$ cat src/rtl/flag_unit.sv
// flag_unit: condition-flag producer and write-control gating stage.
// Derives NZCV from the ALU result, holds them in the status register,
// presents them to the condition checker and uses the returned verdict
// (cond_ex) to gate the instruction's write controls into the next stage.
//
// Ports:
//   clk, rst_n          rising-edge clock, asynchronous active-low reset
//   in_valid            instruction present this cycle
//   stall               hold all state (flags and output stage)
//   flush               squash the instruction entering the output stage
//   cond                condition field, 4'b1111 is illegal
//   alu_result          ALU result (WIDTH bits)
//   alu_carry, alu_ovf  ALU carry out / signed overflow
//   flag_w              [1] loads N,Z  [0] loads C,V
//   reg_write, mem_write, pc_src   ungated write requests
//   cond_ex             condition checker verdict
//   ALUflags            stored flags {N,Z,C,V}
//   reg_write_q, mem_write_q, pc_src_q   registered gated controls
//   valid_q             output-stage valid
//   illegal_q           registered illegal-condition pulse
module flag_unit #(
  parameter int unsigned WIDTH = 32
) (
  input  logic             clk,
  input  logic             rst_n,
  input  logic             in_valid,
  input  logic             stall,
  input  logic             flush,
  input  logic [3:0]       cond,
  input  logic [WIDTH-1:0] alu_result,
  input  logic             alu_carry,
  input  logic             alu_ovf,
  input  logic [1:0]       flag_w,
  input  logic             reg_write,
  input  logic             mem_write,
  input  logic             pc_src,
  input  logic             cond_ex,
  output logic [3:0]       ALUflags,
  output logic             reg_write_q,
  output logic             mem_write_q,
  output logic             pc_src_q,
  output logic             valid_q,
  output logic             illegal_q
);

  localparam logic [3:0] COND_ILLEGAL = 4'b1111;

  logic [3:0] r_flags;
  logic       r_valid_q;
  logic       r_reg_write_q;
  logic       r_mem_write_q;
  logic       r_pc_src_q;
  logic       r_illegal_q;

  logic       w_n_new;
  logic       w_z_new;
  logic       w_illegal;
  logic       w_exec;
  logic       w_g_reg_write;
  logic       w_g_mem_write;
  logic       w_g_pc_src;

  // New flag values from the current ALU result.
  always_comb begin
    w_n_new = alu_result[WIDTH-1];
    w_z_new = (alu_result == '0);
  end

  // Execute qualifier and gated write controls.
  always_comb begin
    w_illegal     = in_valid & (cond == COND_ILLEGAL);
    w_exec        = in_valid & cond_ex & ~w_illegal & ~stall;
    w_g_reg_write = reg_write & w_exec;
    w_g_mem_write = mem_write & w_exec;
    w_g_pc_src    = pc_src    & w_exec;
  end

  // Status register; each half written independently. Flush does not block
  // this update since it only squashes the downstream stage.
  always_ff @(posedge clk or negedge rst_n) begin
    if (!rst_n) begin
      r_flags <= 4'b0000;
    end else if (w_exec) begin
      if (flag_w[1]) r_flags[3:2] <= {w_n_new, w_z_new};
      if (flag_w[0]) r_flags[1:0] <= {alu_carry, alu_ovf};
    end
  end

  // Output stage: stall holds (and wins over flush), flush clears.
  always_ff @(posedge clk or negedge rst_n) begin
    if (!rst_n) begin
      r_valid_q     <= 1'b0;
      r_reg_write_q <= 1'b0;
      r_mem_write_q <= 1'b0;
      r_pc_src_q    <= 1'b0;
      r_illegal_q   <= 1'b0;
    end else if (!stall) begin
      if (flush) begin
        r_valid_q     <= 1'b0;
        r_reg_write_q <= 1'b0;
        r_mem_write_q <= 1'b0;
        r_pc_src_q    <= 1'b0;
        r_illegal_q   <= 1'b0;
      end else begin
        r_valid_q     <= in_valid;
        r_reg_write_q <= w_g_reg_write;
        r_mem_write_q <= w_g_mem_write;
        r_pc_src_q    <= w_g_pc_src;
        r_illegal_q   <= w_illegal;
      end
    end
  end

  // Flags are presented straight from the register, never bypassed.
  always_comb begin
    ALUflags    = r_flags;
    valid_q     = r_valid_q;
    reg_write_q = r_reg_write_q;
    mem_write_q = r_mem_write_q;
    pc_src_q    = r_pc_src_q;
    illegal_q   = r_illegal_q;
  end

endmodule

$ cat config.mk
export PLATFORM = sky130hd
export DESIGN_NAME = flag_unit
export DESIGN_NICKNAME = d
export VERILOG_FILES = /design/src/rtl/flag_unit.sv
export SDC_FILE = /design/constraint.sdc
export NUM_CORES = 1
export LEC_CHECK = 0
export ABC_AREA = 1
export CAP_MARGIN = 20
export CORE_ASPECT_RATIO = 1.2
export CORE_MARGIN = 2
export CORE_UTILIZATION = 29
export DETAILED_ROUTE_END_ITERATION = 7
export MAX_ROUTING_LAYER = met4
export PLACE_DENSITY = 0.94
export SLEW_MARGIN = 20
export SYNTH_ARGS = -nofsm -noshare
export SYNTH_HDL_FRONTEND = slang
export SYNTH_SLANG_ARGS = --single-unit
$ cat constraint.sdc
create_clock -name clk -period 1.4 [get_ports clk]
set_input_delay 0.14 -clock clk [delete_from_list [all_inputs] [get_ports clk]]
set_output_delay 0.14 -clock clk [all_outputs]
set_load 0.005 [all_outputs]
* After elaboration in Yosys (flattened, before gate mapping) *
Cells that the tools add are included.

word-level totals
  register bits = 9
  input port bits = 49
  word-level logic and storage cells = 25

operators by class
  eq/ne operators = 1
  multiplexer cells = 5
  bitwise operators = 9
  reductions and logical operators = 3

operators by type and width
  operator              count
  $logic_not A32 Y1     1
  $and A1 B1 Y1         7
  $mux W1               5
  $eq A4 B4 Y1 const B  1
  $reduce_and A2 Y1     2
  $not A1 Y1            2

* Depth between registers and ports, before layout *
Gate-level depths: netlist of the first run.

  depth in word-level cells = 7
  depth in mapped cells = 7
  mapped depth without buffers = 7

* Worst setup path after synthesis of the first run *
OpenSTA, ideal clock, no wires.

  path kind = input to register
  start = input stall
  end = register r_flags[2], in the netlist ALUflags[2]
  library setup time = 119 ps
  arrival time = 580 ps
  path slack = 701 ps
  cell stages on the path = 5
  path through = inv_2 > and3_4 > nand2_4 > o21ai_1 > nand2_1

between the ends
  cells in the longest elaborated chain, start to end = 3

RTL lines
  what                                line  text
  start, declared                     27    input logic stall,
  $not A1 Y1                          72    w_exec = in_valid & cond_ex & ~w_illegal & ~stall;
  $and A1 B1 Y1                       72
  $reduce_and A2 Y1 (no source line)  -
  end signal, assigned                84    if (flag_w[1]) r_flags[3:2] <= {w_n_new, w_z_new};
  end, declared                       48    logic [3:0] r_flags;

No other way between the ends.
A chain may end at the register's enable or synchronous reset.

* Worst setup path after layout of the first run *
  start = register r_pc_src_q, in the netlist pc_src_q
  end = output pc_src_q

RTL lines
  what                    line  text
  start, declared         52    logic r_pc_src_q;
  start signal, assigned  108   r_pc_src_q <= w_g_pc_src;
  end, declared           41    output logic pc_src_q,

No word-level cell between the ends.

==> impl_metrics.ini, run 1 <==
[logic_synthesis]
synth_top_family_by_area = simple AND/OR/NAND/NOR gates
synth-compound-area-share_pct = 4.74
synth-simple-area-share_pct = 50.5
synth.cell_area_sq_um = 528
synth-seq-area-share_pct = 42.7
synth-seq-cells = 9
synth.area.mux_share_pct = 0
yosysWarnings = 0
synth_nets = 124
avgSynthCellArea_sq_um = 7.04
yosys.area_share.xor_xnor_pct = 0
syn-instance-count = 75
synth_adder_area_share_pct = 0
ys_types = 12

[power_and_ir_drop]
peakVddDrop_v = 0.000362
p_leak_nw = 0.494
p_per_area_mw_per_mm2 = 628
pwr-share-seq_pct = 40.6
p_int_uw = 569
p_sw_share_pct = 21.6
comb_power_share_pct = 33.9
p_clk_share_pct = 25.5
power.switching_uw = 157

[sta]
hold_viol_final = 0
finalSetupViolations = 0
slew_viol_final = 0
tns_ns = 0
max_freq_mhz = 798
period_share_pct = 89.5
layout_min_cycle_time_ns = 1.25
skew_ns = 0
worst_pin_slew_ns = 0.416
timing.slew.headroom_pct = 72.2
rsz0062_at_grt = false

[clock_network]
clock_sinks = 9
clk_pin_slew_ns = 0.06
cts.repair.resized = 0
post_cts_buffers = 0
cts_hold_buf = 0
cts_tree = done
clock_latency_ns = 0.25
cts-buffers-inserted = 3
cts_buffer_depth = 2
h-tree-depth = 1
cts_root_buf = clkbuf_4

[critical_path]
r2r_start = ALUflags[2]
crit_start = pc_src_q
slowest_stage = clkdlybuf4s50_1
critPathKind = reg -> out
worst_r2r_path_depth = 2
cp_top_family = buffers and inverters
path_cells = clkdlybuf4s50_1
cp-end-kind = output port
cp.depth = 1
cpPeakStageDelay_ns = 0.51
crit_arrival_ns = 1.11
critical_path.max_fanout = 2
worst-path-buf-inv = 1
cp-start-kind = flop
cp.required_ns = 1.26

[final_layout]
utilization_pct = 68.7
num-fill-cells = 156
nets = 187
multiInputGateArea_sq_um = 292
syn_to_final_growth_pct = 119
final_common_cell = clkdlybuf4s50_1
diodes = 0
drive_gt1_share_pct = 8.03
mostFrequentLayoutCells = clkdlybuf4s50_1, nand2_1, nor2_1, dfrtp_1, o21ai_1
seqCellArea_sq_um = 225

[drt]
drtIter0Drc = 0
via_per_inst = 4.53
drtAntennaViolNets = 0
via_count = 702
drc = 0
drt_first_pass_iters = 1
drt-total-wl_um = 1580
wl_per_cell_um = 10.2

[global_route]
grt_pass1_wl_um = 2970
overflow = 0
grt_max_degree = 10
grtUsageTotal_pct = 18.4
first_global_vias = 768
antenna_found_initial = 0

[floorplan]
rows = 16
die_w_um = 43.0
dieHeight_um = 50.7
dieArea_sq_mm = 0.00218
core_area_sq_mm = 0.00168
initial_utilization_pct = 31.4
io_pins = 58

[outcome]
outcome = completed

[placement]
hpwl_um = 1460
gp_congestion = 0.744
port-buffer-count = 57

[hold_path]
min_path_type = in -> async

[run]
cap_violations = 0
## area by class of cell
| class | count | share of cell area (%) |
|---|---|---|
| multi-input cells | 63 | 25.2 |
| well taps | 18 | 1.95 |
| clock buffers | 4 | 2.28 |
| repair buffers | 58 | 50.1 |
| flip-flops and latches | 9 | 19.5 |
| inverters | 3 | 0.975 |
## cells in the mapped netlist
cell | count | area share (%)
nand4_4 | 1 | 4.0
inv_2 | 1 | 0.71
o21ai_1 | 5 | 4.7
nor2_2 | 2 | 2.4
inv_1 | 2 | 1.4
dfrtp_1 | 9 | 43
nor2_1 | 21 | 15
nand3b_1 | 1 | 1.4
nor2_4 | 1 | 2.1
and3_4 | 1 | 2.1
nand2_1 | 30 | 21
nand2_4 | 1 | 2.1
## final timing paths
path | to | slack (ns)
min in group clk | reg_write_q | 0.43
worst min register to register | valid_q | 0.48
worst max register to register | ALUflags[2] | 0.77
max in group asynchronous | reg_write_q | 0.92
worst max-delay path | pc_src_q | 0.15
worst min-delay path | ALUflags[3] | 0.19
## layer usage
layer | track usage, % | part of all wire (%)
met1 | 19.3 | 35
met2 | 31.3 | 50
met3 | 5.04 | 13
met4 | 9.09 | 1.7
met5 | - | 0
## state kept, by name (all words and copies together), names as in the netlist
register     flops
ALUflags         4
illegal_q        1
mem_write_q      1
pc_src_q         1
reg_write_q      1
valid_q          1
## metrics by stage
step | hold WS (ns) | std cells | worst slack [ns] | instance area (sq um) | power, mW
after floorplan | -0.156 | 75 | 0.701 | 528 | 0.345
final | 0.194 | 155 | 0.147 | 1150 | 0.726
after detailed placement | 0.464 | 151 | 0.158 | 1130 | 0.549
after global placement | 0.445 | 151 | 0.217 | 1130 | 0.540
after global routing | 0.206 | 155 | 0.0990 | 1150 | 0.775
after CTS | 0.194 | 155 | 0.124 | 1150 | 0.742
## power by group through the flow
stage | clock, mW | sequential [mW] | combinational, mW
after floorplan | 0 | 0.301 | 0.0446
final | 0.185 | 0.295 | 0.246
after CTS | 0.197 | 0.296 | 0.249
after global routing | 0.207 | 0.298 | 0.270
after detailed placement | 0 | 0.300 | 0.249
after global placement | 0 | 0.299 | 0.241
## logic make-up after synthesis
family / after synthesis
AO/OA/AOI/OAI: 5
buffers and inverters: 3
flip-flops: 9
AND/OR/NAND/NOR: 58
Power figures use the tool's default switching activity.
==> run 2, diff against run 1 <==
--- a/config.mk
+++ b/config.mk
@@ -12,7 +12,7 @@
 export CORE_UTILIZATION = 29
 export DETAILED_ROUTE_END_ITERATION = 7
 export MAX_ROUTING_LAYER = met4
-export PLACE_DENSITY = 0.94
+export PLACE_DENSITY = 0.83
 export SLEW_MARGIN = 20
 export SYNTH_ARGS = -nofsm -noshare
 export SYNTH_HDL_FRONTEND = slang
==> impl_metrics.ini, run 2 (synthesis results as in run 1) <==
[outcome]
outcome = completed

[clock_network]
cts-buffers-inserted = 3
cts_tree = done
clock_sinks = 9
cts.repair.resized = 0
cts_hold_buf = 0
clk_pin_slew_ns = 0.06
cts_buffer_depth = 2
h-tree-depth = 1
clock_latency_ns = 0.26
cts_root_buf = clkbuf_4
post_cts_buffers = 0

[sta]
whs_ns = 0.163
hold_viol_final = 0
skew_ns = 0
rsz0062_at_grt = false
worst_pin_slew_ns = 0.392
layout_min_cycle_time_ns = 1.27
timing.slew.headroom_pct = 73.8
finalSetupViolations = 0
tns_ns = 0
max_freq_mhz = 789
slew_viol_final = 0
period_share_pct = 90.6

[global_route]
grtUsageTotal_pct = 17.2
first_global_vias = 688
antenna_found_initial = 0
grt_pass1_wl_um = 2700
overflow = 0
grt_max_degree = 10

[final_layout]
diodes = 0
largest_reg_flops = 4
mostFrequentLayoutCells = clkdlybuf4s50_1, nand2_1, nor2_1, dfrtp_1, o21ai_1
syn_to_final_growth_pct = 119
nets = 187
utilization_pct = 68.7
final_common_cell = clkdlybuf4s50_1
fin_area_sq_mm = 0.00115
drive_gt1_share_pct = 8.03

[critical_path]
cpPeakStageDelay_ns = 0.51
endpoint = reg_write_q
cp_top_family = buffers and inverters
cp-start-kind = flop
worst_r2r_path_depth = 2
crit_start = reg_write_q
crit_arrival_ns = 1.13
worst-path-buf-inv = 1
critPathKind = reg -> out
cp.depth = 1
cp.required_ns = 1.26
ff2ff_setup_slack_ns = 0.75
cp-end-kind = output port
critical_path.max_fanout = 2
path_cells = clkdlybuf4s50_1
r2r_start = ALUflags[2]
worst_r2r_endpoint = ALUflags[2]
slowest_stage = clkdlybuf4s50_1

[power_and_ir_drop]
p_per_area_mw_per_mm2 = 644
p_leak_nw = 0.494
peakVddDrop_v = 0.000294

[floorplan]
core_area_sq_mm = 0.00168
dieArea_sq_mm = 0.00218
initial_utilization_pct = 31.4
io_pins = 58
rows = 16
die_w_um = 43.0
dieHeight_um = 50.7

[drt]
wl_per_cell_um = 10.3
drt-total-wl_um = 1600
via_count = 685
drt_first_pass_iters = 4
drtIter0Drc = 3
drc = 0
drtAntennaViolNets = 0
via_per_inst = 4.42

[placement]
place_area_sq_mm = 0.00113
port-buffer-count = 57
gp_congestion = 0.737
hpwl_um = 1440

[run]
cap_violations = 0

[hold_path]
min_path_type = in -> async
[run 2: cell counts in the layout (fill, tap and decap cells not counted)]
Identical to the previous run, type by type.
[run 2: worst min-delay path by stage]
stage / slack, ns / end / startpoint / cells past startpoint
floorplan: -0.16 / ALUflags[0] / rst_n / 0
global placement: 0.45 / ALUflags[0] / rst_n / 1
detailed placement: 0.47 / ALUflags[0] / rst_n / 1
CTS: 0.17 / reg_write_q / rst_n / 1
global route: 0.19 / ALUflags[0] / rst_n / 1
finish: 0.16 / reg_write_q / rst_n / 1
[run 2: metal layers]
metal / part of all wire, % / global-route usage, % / routed length (um) / up-vias
met5: 0 / - / 0 / -
met4: 1.7 / 9.09 / 27 / 0
met3: 12 / 4.68 / 187 / 2
met2: 50 / 28.0 / 803 / 48
met1: 36 / 18.8 / 584 / 280
li1: - / - / - / 355
[run 2: cell type report]
| cell class | count | area [sq um] |
|---|---|---|
| clock buffer | 4 | 26.3 |
| fill | 162 | 527 |
| inverter | 3 | 11.3 |
| multi-input combinational | 63 | 292 |
| sequential | 9 | 225 |
| tap | 18 | 22.5 |
| timing repair buffer | 58 | 578 |
[run 2: worst register-to-register path, cell delays in order, from the launching register on]
cell	delay, ns
dfrtp_1	0.39
o21ai_1	0.09
nand2_1	0.06
[run 2: metrics by stage]
step | power (mW) | worst slack [ns] | cells
global placement | 0.541 | 0.205 | 151
CTS | 0.753 | 0.114 | 155
detailed placement | 0.547 | 0.177 | 151
finish | 0.744 | 0.132 | 155
floorplan | 0.345 | 0.701 | 75
global route | 0.790 | 0.0688 | 155
[run 2: report_power, final]
part,switching [mW],internal [mW],total (mW)
logic,0.0681,0.177,0.245
registers,0.0109,0.283,0.294
clock network,0.0950,0.110,0.205
total,0.174,0.570,0.744
